### src/rtl/apb_master.sv
// APB requester: converts a single-beat command into an APB SETUP/ACCESS transfer.
// A watchdog aborts an ACCESS phase that waits too long for pready.
module apb_master #(
    parameter int ADDR_W  = 32,
    parameter int DATA_W  = 32,
    parameter int TIMEOUT = 16,
    parameter int CNT_W   = 8
) (
    input  logic              pclk,
    input  logic              preset,
    input  logic              cmd_valid,
    output logic              cmd_ready,
    input  logic              cmd_write,
    input  logic [ADDR_W-1:0] cmd_addr,
    input  logic [DATA_W-1:0] cmd_wdata,
    output logic              rsp_valid,
    output logic [DATA_W-1:0] rsp_rdata,
    output logic              rsp_err,
    output logic              rsp_timeout,
    output logic              busy,
    output logic              psel,
    output logic              penable,
    output logic              pwrite,
    output logic [ADDR_W-1:0] paddr,
    output logic [DATA_W-1:0] pwdata,
    input  logic [DATA_W-1:0] prdata,
    input  logic              pready,
    input  logic              pslverr
);

    typedef enum logic [1:0] {
        IDLE   = 2'd0,
        SETUP  = 2'd1,
        ACCESS = 2'd2
    } state_t;

    localparam bit              WD_EN   = (TIMEOUT != 0);
    // With the watchdog disabled this value is never compared.
    localparam logic [CNT_W-1:0] WD_LAST = CNT_W'(TIMEOUT - 1);

    state_t           state_r;
    logic [CNT_W-1:0] cnt_r;
    logic             wd_hit_s;

    assign cmd_ready = (state_r == IDLE);
    assign busy      = (state_r != IDLE);
    assign wd_hit_s  = WD_EN && (cnt_r == WD_LAST);

    // Transfer sequencer, APB drive and response registers.
    always_ff @(posedge pclk) begin
        if (preset) begin
            state_r     <= IDLE;
            cnt_r       <= {CNT_W{1'b0}};
            psel        <= 1'b0;
            penable     <= 1'b0;
            pwrite      <= 1'b0;
            paddr       <= {ADDR_W{1'b0}};
            pwdata      <= {DATA_W{1'b0}};
            rsp_valid   <= 1'b0;
            rsp_rdata   <= {DATA_W{1'b0}};
            rsp_err     <= 1'b0;
            rsp_timeout <= 1'b0;
        end else begin
            rsp_valid <= 1'b0;
            case (state_r)
                IDLE: begin
                    if (cmd_valid) begin
                        pwrite  <= cmd_write;
                        paddr   <= cmd_addr;
                        pwdata  <= cmd_wdata;
                        psel    <= 1'b1;
                        penable <= 1'b0;
                        cnt_r   <= {CNT_W{1'b0}};
                        state_r <= SETUP;
                    end else begin
                        state_r <= IDLE;
                    end
                end
                SETUP: begin
                    penable <= 1'b1;
                    state_r <= ACCESS;
                end
                ACCESS: begin
                    // pready in the final watchdog cycle still completes normally.
                    if (pready) begin
                        psel        <= 1'b0;
                        penable     <= 1'b0;
                        rsp_valid   <= 1'b1;
                        rsp_err     <= pslverr;
                        rsp_timeout <= 1'b0;
                        rsp_rdata   <= pwrite ? {DATA_W{1'b0}} : prdata;
                        state_r     <= IDLE;
                    end else if (wd_hit_s) begin
                        psel        <= 1'b0;
                        penable     <= 1'b0;
                        rsp_valid   <= 1'b1;
                        rsp_err     <= 1'b1;
                        rsp_timeout <= 1'b1;
                        rsp_rdata   <= {DATA_W{1'b0}};
                        state_r     <= IDLE;
                    end else begin
                        cnt_r <= cnt_r + {{(CNT_W-1){1'b0}}, 1'b1};
                    end
                end
                default: begin
                    psel    <= 1'b0;
                    penable <= 1'b0;
                    state_r <= IDLE;
                end
            endcase
        end
    end

endmodule
### config.mk
export PLATFORM = sky130hd
export DESIGN_NAME = apb_master
export DESIGN_NICKNAME = d
export VERILOG_FILES = /design/src/rtl/apb_master.sv
export SDC_FILE = /design/constraint.sdc
export NUM_CORES = 1
export LEC_CHECK = 0
export ABC_AREA = 0
export BUFFER_PORTS_ARGS = -buffer_cell sky130_fd_sc_hd__buf_4
export CORE_MARGIN = 2
export CORE_UTILIZATION = 48
export CTS_CLUSTER_SIZE = 30
export DETAILED_ROUTE_END_ITERATION = 8
export PLACE_DENSITY = 0.93
export SETUP_SLACK_MARGIN = 0.5
export SLEW_MARGIN = 10
export SYNTH_ARGS = -nofsm -noshare
export SYNTH_HDL_FRONTEND = slang
export SYNTH_SLANG_ARGS = --single-unit
### constraint.sdc
create_clock -name pclk -period 3.3 [get_ports pclk]
set_input_delay 0.66 -clock pclk [delete_from_list [all_inputs] [get_ports pclk]]
set_output_delay 0.66 -clock pclk [all_outputs]
set_load 0.02 [all_outputs]
==> results.yml, run 1 <==
detailed_routing:
  drc: 0
  wl_met2_um: 5574
  dr.max_layer_used: "met4"
  wl_met1_um: 4052
  drtIter0Drc: 140
  wire_per_inst_um: 14.52
  vias: 3784
  vias_per_cell: 5.148
  wl_um: 10670
  drt_pass1_iterations: 4
  ant_nets: 0
  wl_met3_um: 855
global_route:
  grtUsageTotal_pct: 22.83
  grt_pass1_wl_um: 16240
  grt_max_degree: 86
  antenna_found_initial: 0
  grt_pass1_vias: 3611
  grt_overflow: 0
power_and_ir_drop:
  p_int_mw: 1.986
  peakVddDrop_mv: 0.2709
  switchingPower_uw: 759.3
  p_seq_share_pct: 52.9
  p_per_area_nw_per_um2: 480.9
  pwr-share-comb_pct: 16.1
  p_sw_share_pct: 27.66
  p_clk_share_pct: 31.0
  p_leak_nw: 2.558
worst_setup_path:
  arrival_ns: 2.39
  cp_data_required_time_ns: 3.61
  r2r_setup_slack_ns: 1.22
  crit_fanout: 32
  worst_r2r_endpoint: "rsp_rdata[28]$_SDFFE_PP0P_"
  critPathKind: "flop to flop"
  r2r_cells: 5
  crit_path_end_kind: "flop"
  start_kind: "flop"
  crit_start: "cnt_r[0]$_SDFFE_PP0P_"
  worstReg2RegStart: "cnt_r[0]$_SDFFE_PP0P_"
  endpoint: "rsp_rdata[28]$_SDFFE_PP0P_"
timing:
  whs_ns: 0.4608
  max-slew-margin-rel_pct: 43.74
  layout_min_cycle_time_ns: 2.079
  worst_slew_pin_slew_ns: 0.8439
  fin_crit_sh_pct: 63.01
  setup_viol: 0
  fmax_mhz: 480.9
  hold_viol_final: 0
  rsz0062_at_grt: "false"
  tns_ns: 0
  drv_slew: 0
  skew_ns: 0.01118
clock_tree:
  htree_levels: 3
  cts.sinks: 112
  clk_pin_slew_ns: 0.11
  root_buffer: "clkbuf_8"
  hold_buffers: 0
  cts_buffer_depth: 2
  cts_inserted_buffers: 9
  cts_tree: "built"
  clkLatencyLatePin_ns: 0.36
  cts-resized-gates: 0
  post_cts_buffers: 0
floorplan:
  die_h_um: 95.02
  die_width_um: 95.02
  die-area_um2: 9028
  rows: 33
  start_util_pct: 48.88
  fp.coreArea_um2: 8134
  io_pins: 206
final_layout:
  num-nets-final: 728
  antennaDiodeCount: 0
  final_layout_size_suffix_gt1_share_pct: 37.78
  area_growth_pct: 43.55
  final.fill_count: 609
  final_common_cell: "buf_4"
  layout_common_cells: "buf_4 (209), nand2_1 (139), dfxtp_1 (112)"
logic_synthesis:
  avgSynthCellArea_um2: 9.120
  yosys_warnings: 0
  syn_nets: 539
  synth_seq_cells: 112
  netlist_area_um2: 3976
  synthCells: 436
  ys_seq_area_share_pct: 56.39
  ys_types: 40
outcome:
  outcome: "complete, no violations"
hold_path:
  hp-class: "flop to flop"
  worstHoldStart: "paddr[26]$_SDFFE_PP0N_"
flow_run:
  drv_cap: 0
placed_design:
  port_buffers: 205
  hpwl_um: 7596
  gp_congestion: 0.8198
cells by family (layout without fill, tap and decap cells):
kind of cell             count (synthesis)  after routing  share of synthesized area [%]
buffers and inverters                   33            227                          4.846
AO/OA/AOI/OAI                          122            122                          20.27
multiplexers                             1              1                         0.2832
AND/OR/NAND/NOR                        167            167                          17.91
flip-flops                             112            112                          56.39
adder cells (fa/ha/maj)                  1              1                         0.3146
worst max-delay path: stages, from the launching register on:
cell and delay, ns:
dfxtp_1 0.37, ha_1 0.24, nand3_1 0.33, o21bai_4 0.15, a21oi_4 0.67, a22o_1 0.26
cell usage after synthesis, drive strengths merged:
library cell / number / area share (%)
nand2: 140 / 13
a41oi: 2 / 0.44
nor3b: 1 / 0.47
nor4: 1 / 0.16
a21oi: 73 / 9.5
a311oi: 3 / 0.66
o21a: 2 / 0.38
a31oi: 1 / 0.16
dfxtp: 112 / 56
a22o: 32 / 7.0
nand3: 4 / 0.50
o21bai: 2 / 0.66
clkbuf: 14 / 1.6
or4: 2 / 0.50
nand2b: 1 / 0.16
o21ai: 3 / 0.66
buf: 17 / 3.1
mux2: 1 / 0.28
or2: 1 / 0.16
o311ai: 1 / 0.22
or3b: 2 / 0.44
inv: 2 / 0.19
and4: 1 / 0.22
and2: 1 / 0.16
o211ai: 1 / 0.19
nor3: 2 / 0.25
nand4: 1 / 0.16
a211oi: 1 / 0.19
nor2: 6 / 0.57
ha: 1 / 0.31
nand4b: 2 / 0.44
o31ai: 1 / 0.19
nor2b: 2 / 0.31
routing by layer:
| layer | track usage, % | vias to the layer above |
|---|---|---|
| met5 | 0 | - |
| met4 | 8.816 | 0 |
| met3 | 6.561 | 18 |
| met2 | 41.31 | 153 |
| met1 | 25.21 | 1755 |
| li1 | - | 1858 |
worst min-delay path by stage:
stage	depth (start not counted)	endpoint
2_1_floorplan	1	cnt_r[3]$_SDFFE_PP0P_
3_5_place_dp	2	paddr[2]$_SDFFE_PP0N_
4_1_cts	2	paddr[2]$_SDFFE_PP0N_
6_report	2	paddr[26]$_SDFFE_PP0N_
3_3_place_gp	2	pwdata[19]$_SDFFE_PP0N_
5_1_grt	2	rsp_rdata[20]$_SDFFE_PP0P_
state kept, by name (all words and copies together), names as in the netlist:
register	count
paddr	32
pwdata	32
rsp_rdata	32
cnt_r	8
state_r	2
penable	1
psel	1
pwrite	1
rsp_err	1
rsp_timeout	1
rsp_valid	1
cell type report:
type,instances,area (µm²),area share [%]
tap,105,131.4,2.302
multi-input combinational,291,1548,27.12
clock buffer,9,123.9,2.170
timing repair buffer,209,1569,27.49
inverter,2,7.507,0.1315
clock inverter,7,86.33,1.512
sequential,112,2242,39.28
per-stage QoR:
stage	std cells	worst slack [ns]	total power, mW	utilization (%)	area [µm²]
final	735	1.221	2.745	70.17	5708
after global routing	735	1.051	2.862	70.17	5708
after CTS	735	1.213	2.766	70.17	5708
after detailed placement	719	0.9274	1.925	67.59	5498
after global placement	719	1.054	1.911	67.59	5498
after floorplan	436	1.492	1.707	-	3976
power groups by stage:
stage / logic [mW] / registers [mW] / clock network, mW
after CTS: 0.445 / 1.45 / 0.869
after global routing: 0.476 / 1.46 / 0.924
after floorplan: 0.156 / 1.55 / 0
after global placement: 0.432 / 1.48 / 0
final: 0.442 / 1.45 / 0.851
after detailed placement: 0.443 / 1.48 / 0
Power figures use the tool's default switching activity.
==> run 2, diff against run 1 <==
- CORE_UTILIZATION: 48 -> 45
- PLACE_DENSITY: 0.93 -> 0.89
- clock period: 3.3 -> 2.1 ns (I/O delays scaled with it)
==> run 2 against run 1 <==
Net effect:
- sequential power rose by 57%
- power is 52% higher
- clock-buffer cell count rose by 1
- critical endpoint is now cnt_r[2]$_SDFFE_PP0P_
- largest cell class unchanged
- highest routed layer unchanged
- critical path type unchanged
==> results.yml, run 2 (synthesis gave the netlist of run 1 again) <==
global_route:
  grt_pass1_wl_um: 17370
  grt_max_degree: 66
  antenna_found_initial: 0
  grt_overflow: 0
  grtUsageTotal_pct: 22.01
  grt_pass1_vias: 3828
worst_setup_path:
  worst_r2r_endpoint: "cnt_r[2]$_SDFFE_PP0P_"
  critPathKind: "flop to flop"
  arrival_ns: 2.05
  worstReg2RegStart: "cnt_r[6]$_SDFFE_PP0P_"
  start_kind: "flop"
  crit_path_end_kind: "flop"
  crit_start: "cnt_r[6]$_SDFFE_PP0P_"
  cp_data_required_time_ns: 2.40
  r2r_cells: 4
  r2r_setup_slack_ns: 0.36
  crit_fanout: 5
floorplan:
  die-area_um2: 9604
  fp.coreArea_um2: 8636
  die_h_um: 98
  start_util_pct: 46.04
  io_pins: 206
  rows: 34
  die_width_um: 98
timing:
  drv_slew: 0
  rsz0062_at_grt: "true"
  hold_viol_final: 0
  setup_viol: 0
  tns_ns: 0
  layout_min_cycle_time_ns: 1.742
  max-slew-margin-rel_pct: 72.92
  skew_ns: 0.01340
  worst_slew_pin_slew_ns: 0.4062
  fin_crit_sh_pct: 82.95
  fmax_mhz: 574.1
detailed_routing:
  ant_nets: 0
  drtIter0Drc: 130
  wire_per_inst_um: 15.03
  drt_pass1_iterations: 4
  wl_um: 11300
  vias: 3901
  drc: 0
  vias_per_cell: 5.188
hold_path:
  worstHoldStart: "prdata[7]"
  holdPathStages: 2
  hold_end: "rsp_rdata[7]$_SDFFE_PP0P_"
  hp-class: "input port to flop"
placed_design:
  port_buffers: 205
  hpwl_um: 7703
  gp_congestion: 0.8750
flow_run:
  drv_cap: 0
power_and_ir_drop:
  p_leak_nw: 2.656
  p_per_area_nw_per_um2: 700.5
  peakVddDrop_mv: 0.5103
final_layout:
  final.fill_count: 645
  num-nets-final: 743
  area_growth_pct: 50.13
  antennaDiodeCount: 0
  final_common_cell: "buf_4"
  final_layout_size_suffix_gt1_share_pct: 41.61
  layout_common_cells: "buf_4 (214), nand2_1 (139), dfxtp_1 (105)"
  top_regs: "paddr (32), pwdata (32), rsp_rdata (32)"
  post-route-util_pct: 69.12
clock_tree:
  clkLatencyLatePin_ns: 0.36
  cts.sinks: 112
  clk_pin_slew_ns: 0.10
  htree_levels: 3
  cts_inserted_buffers: 9
  cts_tree: "built"
  root_buffer: "clkbuf_8"
  cts_buffer_depth: 2
outcome:
  outcome: "complete, no violations"
run 2: critical path: stages (launching register included):
cell and delay (ns):
dfxtp_4 0.36, or4_4 0.58, o211ai_1 0.31, mux2_2 0.37, nor2_1 0.08
run 2: cell type report:
type / count / area (µm²) / area share, %
Clock inverter: 5 / 42.54 / 0.7126
Multi-Input combinational cell: 291 / 1623 / 27.19
Timing Repair Buffer: 224 / 1773 / 29.70
Inverter: 2 / 7.507 / 0.1258
Tap cell: 108 / 135.1 / 2.264
Clock buffer: 10 / 127.6 / 2.138
Sequential cell: 112 / 2261 / 37.87
run 2: stage by stage:
step / instances / worst slack, ns / cell area, µm² / total power [mW] / hold slack, ns
after floorplan: 436 / 0.4951 / 3989 / 2.683 / 0.4862
after global placement: 725 / 0.3357 / 5562 / 3.021 / 0.4425
after detailed placement: 725 / 0.2578 / 5562 / 3.043 / 0.4483
after CTS: 747 / 0.3812 / 5827 / 4.195 / 0.2523
after global routing: 752 / 0.2736 / 5969 / 4.359 / 0.2531
final: 752 / 0.3580 / 5969 / 4.182 / 0.2715
run 2: metal layers:
metal | global-route usage [%] | vias up | share of wire (%)
met3 | 9.234 | 12 | 10
met5 | 0 | - | 0
met2 | 38.51 | 177 | 51
li1 | - | 1891 | -
met1 | 24.02 | 1821 | 37
met4 | 7.479 | 0 | 1.5
run 2: what timing repair did:
action                                  in CTS  in global routing
endpoints found under the setup margin      94                 44
pin swaps                                    3                  6
hold buffers                                 0                  0
resized for setup                           14                 18
buffers inserted                             7                  2
cloned                                       0                  3
run 2: worst max path at each step:
| stage | endpoint | slack (ns) | depth (start not counted) |
|---|---|---|---|
| floorplan | cnt_r[7]$_SDFFE_PP0P_ | 0.50 | 5 |
| global placement | cnt_r[7]$_SDFFE_PP0P_ | 0.34 | 5 |
| detailed placement | cnt_r[7]$_SDFFE_PP0P_ | 0.26 | 5 |
| CTS | cnt_r[2]$_SDFFE_PP0P_ | 0.38 | 4 |
| global route | cnt_r[7]$_SDFFE_PP0P_ | 0.27 | 4 |
| finish | cnt_r[2]$_SDFFE_PP0P_ | 0.36 | 4 |
run 2: power breakdown:
group	leakage, nW	internal, mW	total [mW]	switching, mW
clock	0.0829	0.437	1.15	0.716
combinational	1.65	0.361	0.754	0.392
sequential	0.918	2.22	2.27	0.0562
==> run 3, diff against run 2 <==
- ABC_AREA: 0 -> 1
- PLACE_DENSITY: 0.89 -> 0.88
- clock period: 2.1 -> 1.7 ns (I/O delays scaled with it)
==> run 3 against run 2 <==
Net effect:
- the flow now finishes with violations (setup timing)
- core utilization grew 28 points
- final cell count up 26%
- fmax decreased by 21%
- sequential power up 31%
- clock power rose by 41%
- critical path type unchanged
- highest routed layer is now met5
==> results.yml, run 3 <==
outcome:
  outcome: "finished, violations left"
  violations: "setup timing"
detailed_routing:
  drt_pass1_iterations: 7
  wl_um: 26270
  wl_met1_um: 7669
  wire_per_inst_um: 27.83
  wl_met3_um: 3327
  wl_met2_um: 12240
  drtIter0Drc: 664
  dr.max_layer_used: "met5"
  ant_nets: 0
  vias: 5992
  vias_per_cell: 6.347
  drc: 0
final_layout:
  final_common_cell: "buf_4"
  layout_common_cells: "buf_4 (174), buf_6 (113), dfxtp_2 (89)"
  final_layout_size_suffix_gt1_share_pct: 72.69
  final.fill_count: 129
  regArea_um2: 2429
  top_regs: "paddr (32), pwdata (32), rsp_rdata (32)"
  num-nets-final: 933
  final_cell_area_um2: 8547
  multiInputGateArea_um2: 2467
  area_growth_pct: 108.3
timing:
  fmax_mhz: 456.1
  layout_min_cycle_time_ns: 2.193
  skew_ns: 0.03042
  hold_viol_final: 0
  rsz0062_at_grt: "true"
  tns_ns: -1.012
  worst_slack_ns: -0.4927
  worst_slew_pin_slew_ns: 0.6951
  fin_crit_sh_pct: 129.0
  setup_viol: 4
  whs_ns: 0.1927
  max-slew-margin-rel_pct: 53.66
  drv_slew: 0
power_and_ir_drop:
  p_leak_nw: 3.708
  peakVddDrop_mv: 0.7332
  p_per_area_nw_per_um2: 779.1
clock_tree:
  cts_tree: "built"
  root_buffer: "clkbuf_8"
  cts_buffer_depth: 2
  cts.sinks: 112
  clkLatencyLatePin_ns: 0.39
  cts_inserted_buffers: 9
  clk_pin_slew_ns: 0.14
  hold_buffers: 0
  htree_levels: 3
placed_design:
  hpwl_um: 7890
  placement.cell_area_um2: 5734
  port_buffers: 205
  gp_congestion: 0.8485
  dp_worst_setup_slack_ns: 0.2578
flow_run:
  drv_cap: 0
floorplan:
  fp.coreArea_um2: 8763
  die_width_um: 99.50
  rows: 34
  die-area_um2: 9899
  start_util_pct: 46.83
  die_h_um: 99.50
  io_pins: 206
hold_path:
  hp-class: "input port to flop"
worst_setup_path:
  slowest_delay_ns: 0.59
  crit_chain: "nor2_2 -> nand2_2 -> nor2_4 -> o21ai_4 -> buf_6 -> buf_12 -> nand2_1 -> a21oi_1"
  crit_path_end_kind: "flop"
  start_kind: "flop"
  arrival_ns: 2.42
  crit_fanout: 6
  cp_slowest_cell: "a21oi_1"
  critPathKind: "flop to flop"
  cp_data_required_time_ns: 1.93
logic_synthesis:
  synth_area_leaders: "dfxtp_1 (55%), nor2_1 (13%), nand2_1 (8.4%), o21ai_0 (8.0%), a21oi_1 (5.4%)"
  ys_seq_area_share_pct: 54.63
  netlist_area_um2: 4104
  syn_nets: 632
  avgSynthCellArea_um2: 7.758
  synthTopCellsByCount: "nor2_1 (144), dfxtp_1 (112), nand2_1 (92)"
  synth_seq_cells: 112
  yosys.area.top_type: "dfxtp_1"
  synthArstFlopShare_pct: 0
  yosys.cell_count.top_type: "nor2_1"
  yosys_warnings: 0
  synth-main-ff-cell: "dfxtp_1"
  ys_types: 23
  synth_top_area_share_pct: 54.63
  synth-edff-count: 0
  synthCells: 529
global_route:
  grt_max_degree: 66
  antenna_found_initial: 3
  grt_pass1_vias: 4612
  grt_pass1_wl_um: 21520
  grtUsageTotal_pct: 27.05
  grt_overflow: 0
==> run 3: worst max-delay path: cells and delay by family (launching register included) <==
family	cells	cell delay (ns)
AO/OA/AOI/OAI	2	0.79
flip-flops	1	0.45
AND/OR/NAND/NOR	4	0.49
buffers and inverters	2	0.29
==> run 3: logic make-up after synthesis <==
family	share of synthesized area, %
compound gates	14.21
fa+ha+maj	0.3048
buf+inv	5.518
flops	54.63
simple gates	25.34
==> run 3: per-stage QoR <==
stage          utilization [%]  power [mW]  std cells
2_1_floorplan                -       3.491        529
3_3_place_gp             65.43       3.962        818
3_5_place_dp             65.43       4.001        818
4_1_cts                  75.64       5.662        856
5_1_grt                  97.50       6.823        943
6_report                 97.53       6.659        944
==> run 3: final timing paths <==
path              slack [ns]                    endpoint  cells after the start                       start
setup / recovery       -0.49   rsp_rdata[8]$_SDFFE_PP0P_                      8       cnt_r[7]$_SDFFE_PP0P_
hold reg to reg         0.49  rsp_rdata[25]$_SDFFE_PP0P_                      2  rsp_rdata[25]$_SDFFE_PP0P_
hold / removal          0.19  rsp_rdata[25]$_SDFFE_PP0P_                      3                  prdata[25]
setup reg to reg       -0.49   rsp_rdata[8]$_SDFFE_PP0P_                      8       cnt_r[7]$_SDFFE_PP0P_
==> run 3: repair_timing <==
action                                  in CTS  in global routing
pin swaps                                    7                 84
setup buffers                               19                 64
endpoints found under the setup margin     210                212
gates resized for setup                    199                322
cloned                                       3                 23
==> run 3: area by class of cell <==
class | count | share of cell area, %
clock buffer | 9 | 1.449
inverter | 12 | 0.7320
antenna | 1 | 0.02928
timing repair inverter | 1 | 0.1903
clock inverter | 7 | 0.8052
multi-input combinational | 377 | 28.87
tap | 108 | 1.581
timing repair buffer | 317 | 37.93
sequential | 112 | 28.41
==> run 3: metal layers <==
metal	GRT usage (%)	up-vias
met5	0	-
met3	8.152	284
met4	10.64	4
met2	50.73	653
li1	-	2306
met1	28.01	2745
==> run 3: power breakdown <==
group	leakage, nW	internal [mW]	total, mW	switching [mW]
combinational	2.65	0.992	2.06	1.07
sequential	0.967	2.80	2.97	0.167
clock	0.0903	0.566	1.62	1.06
total	3.71	4.36	6.66	2.30
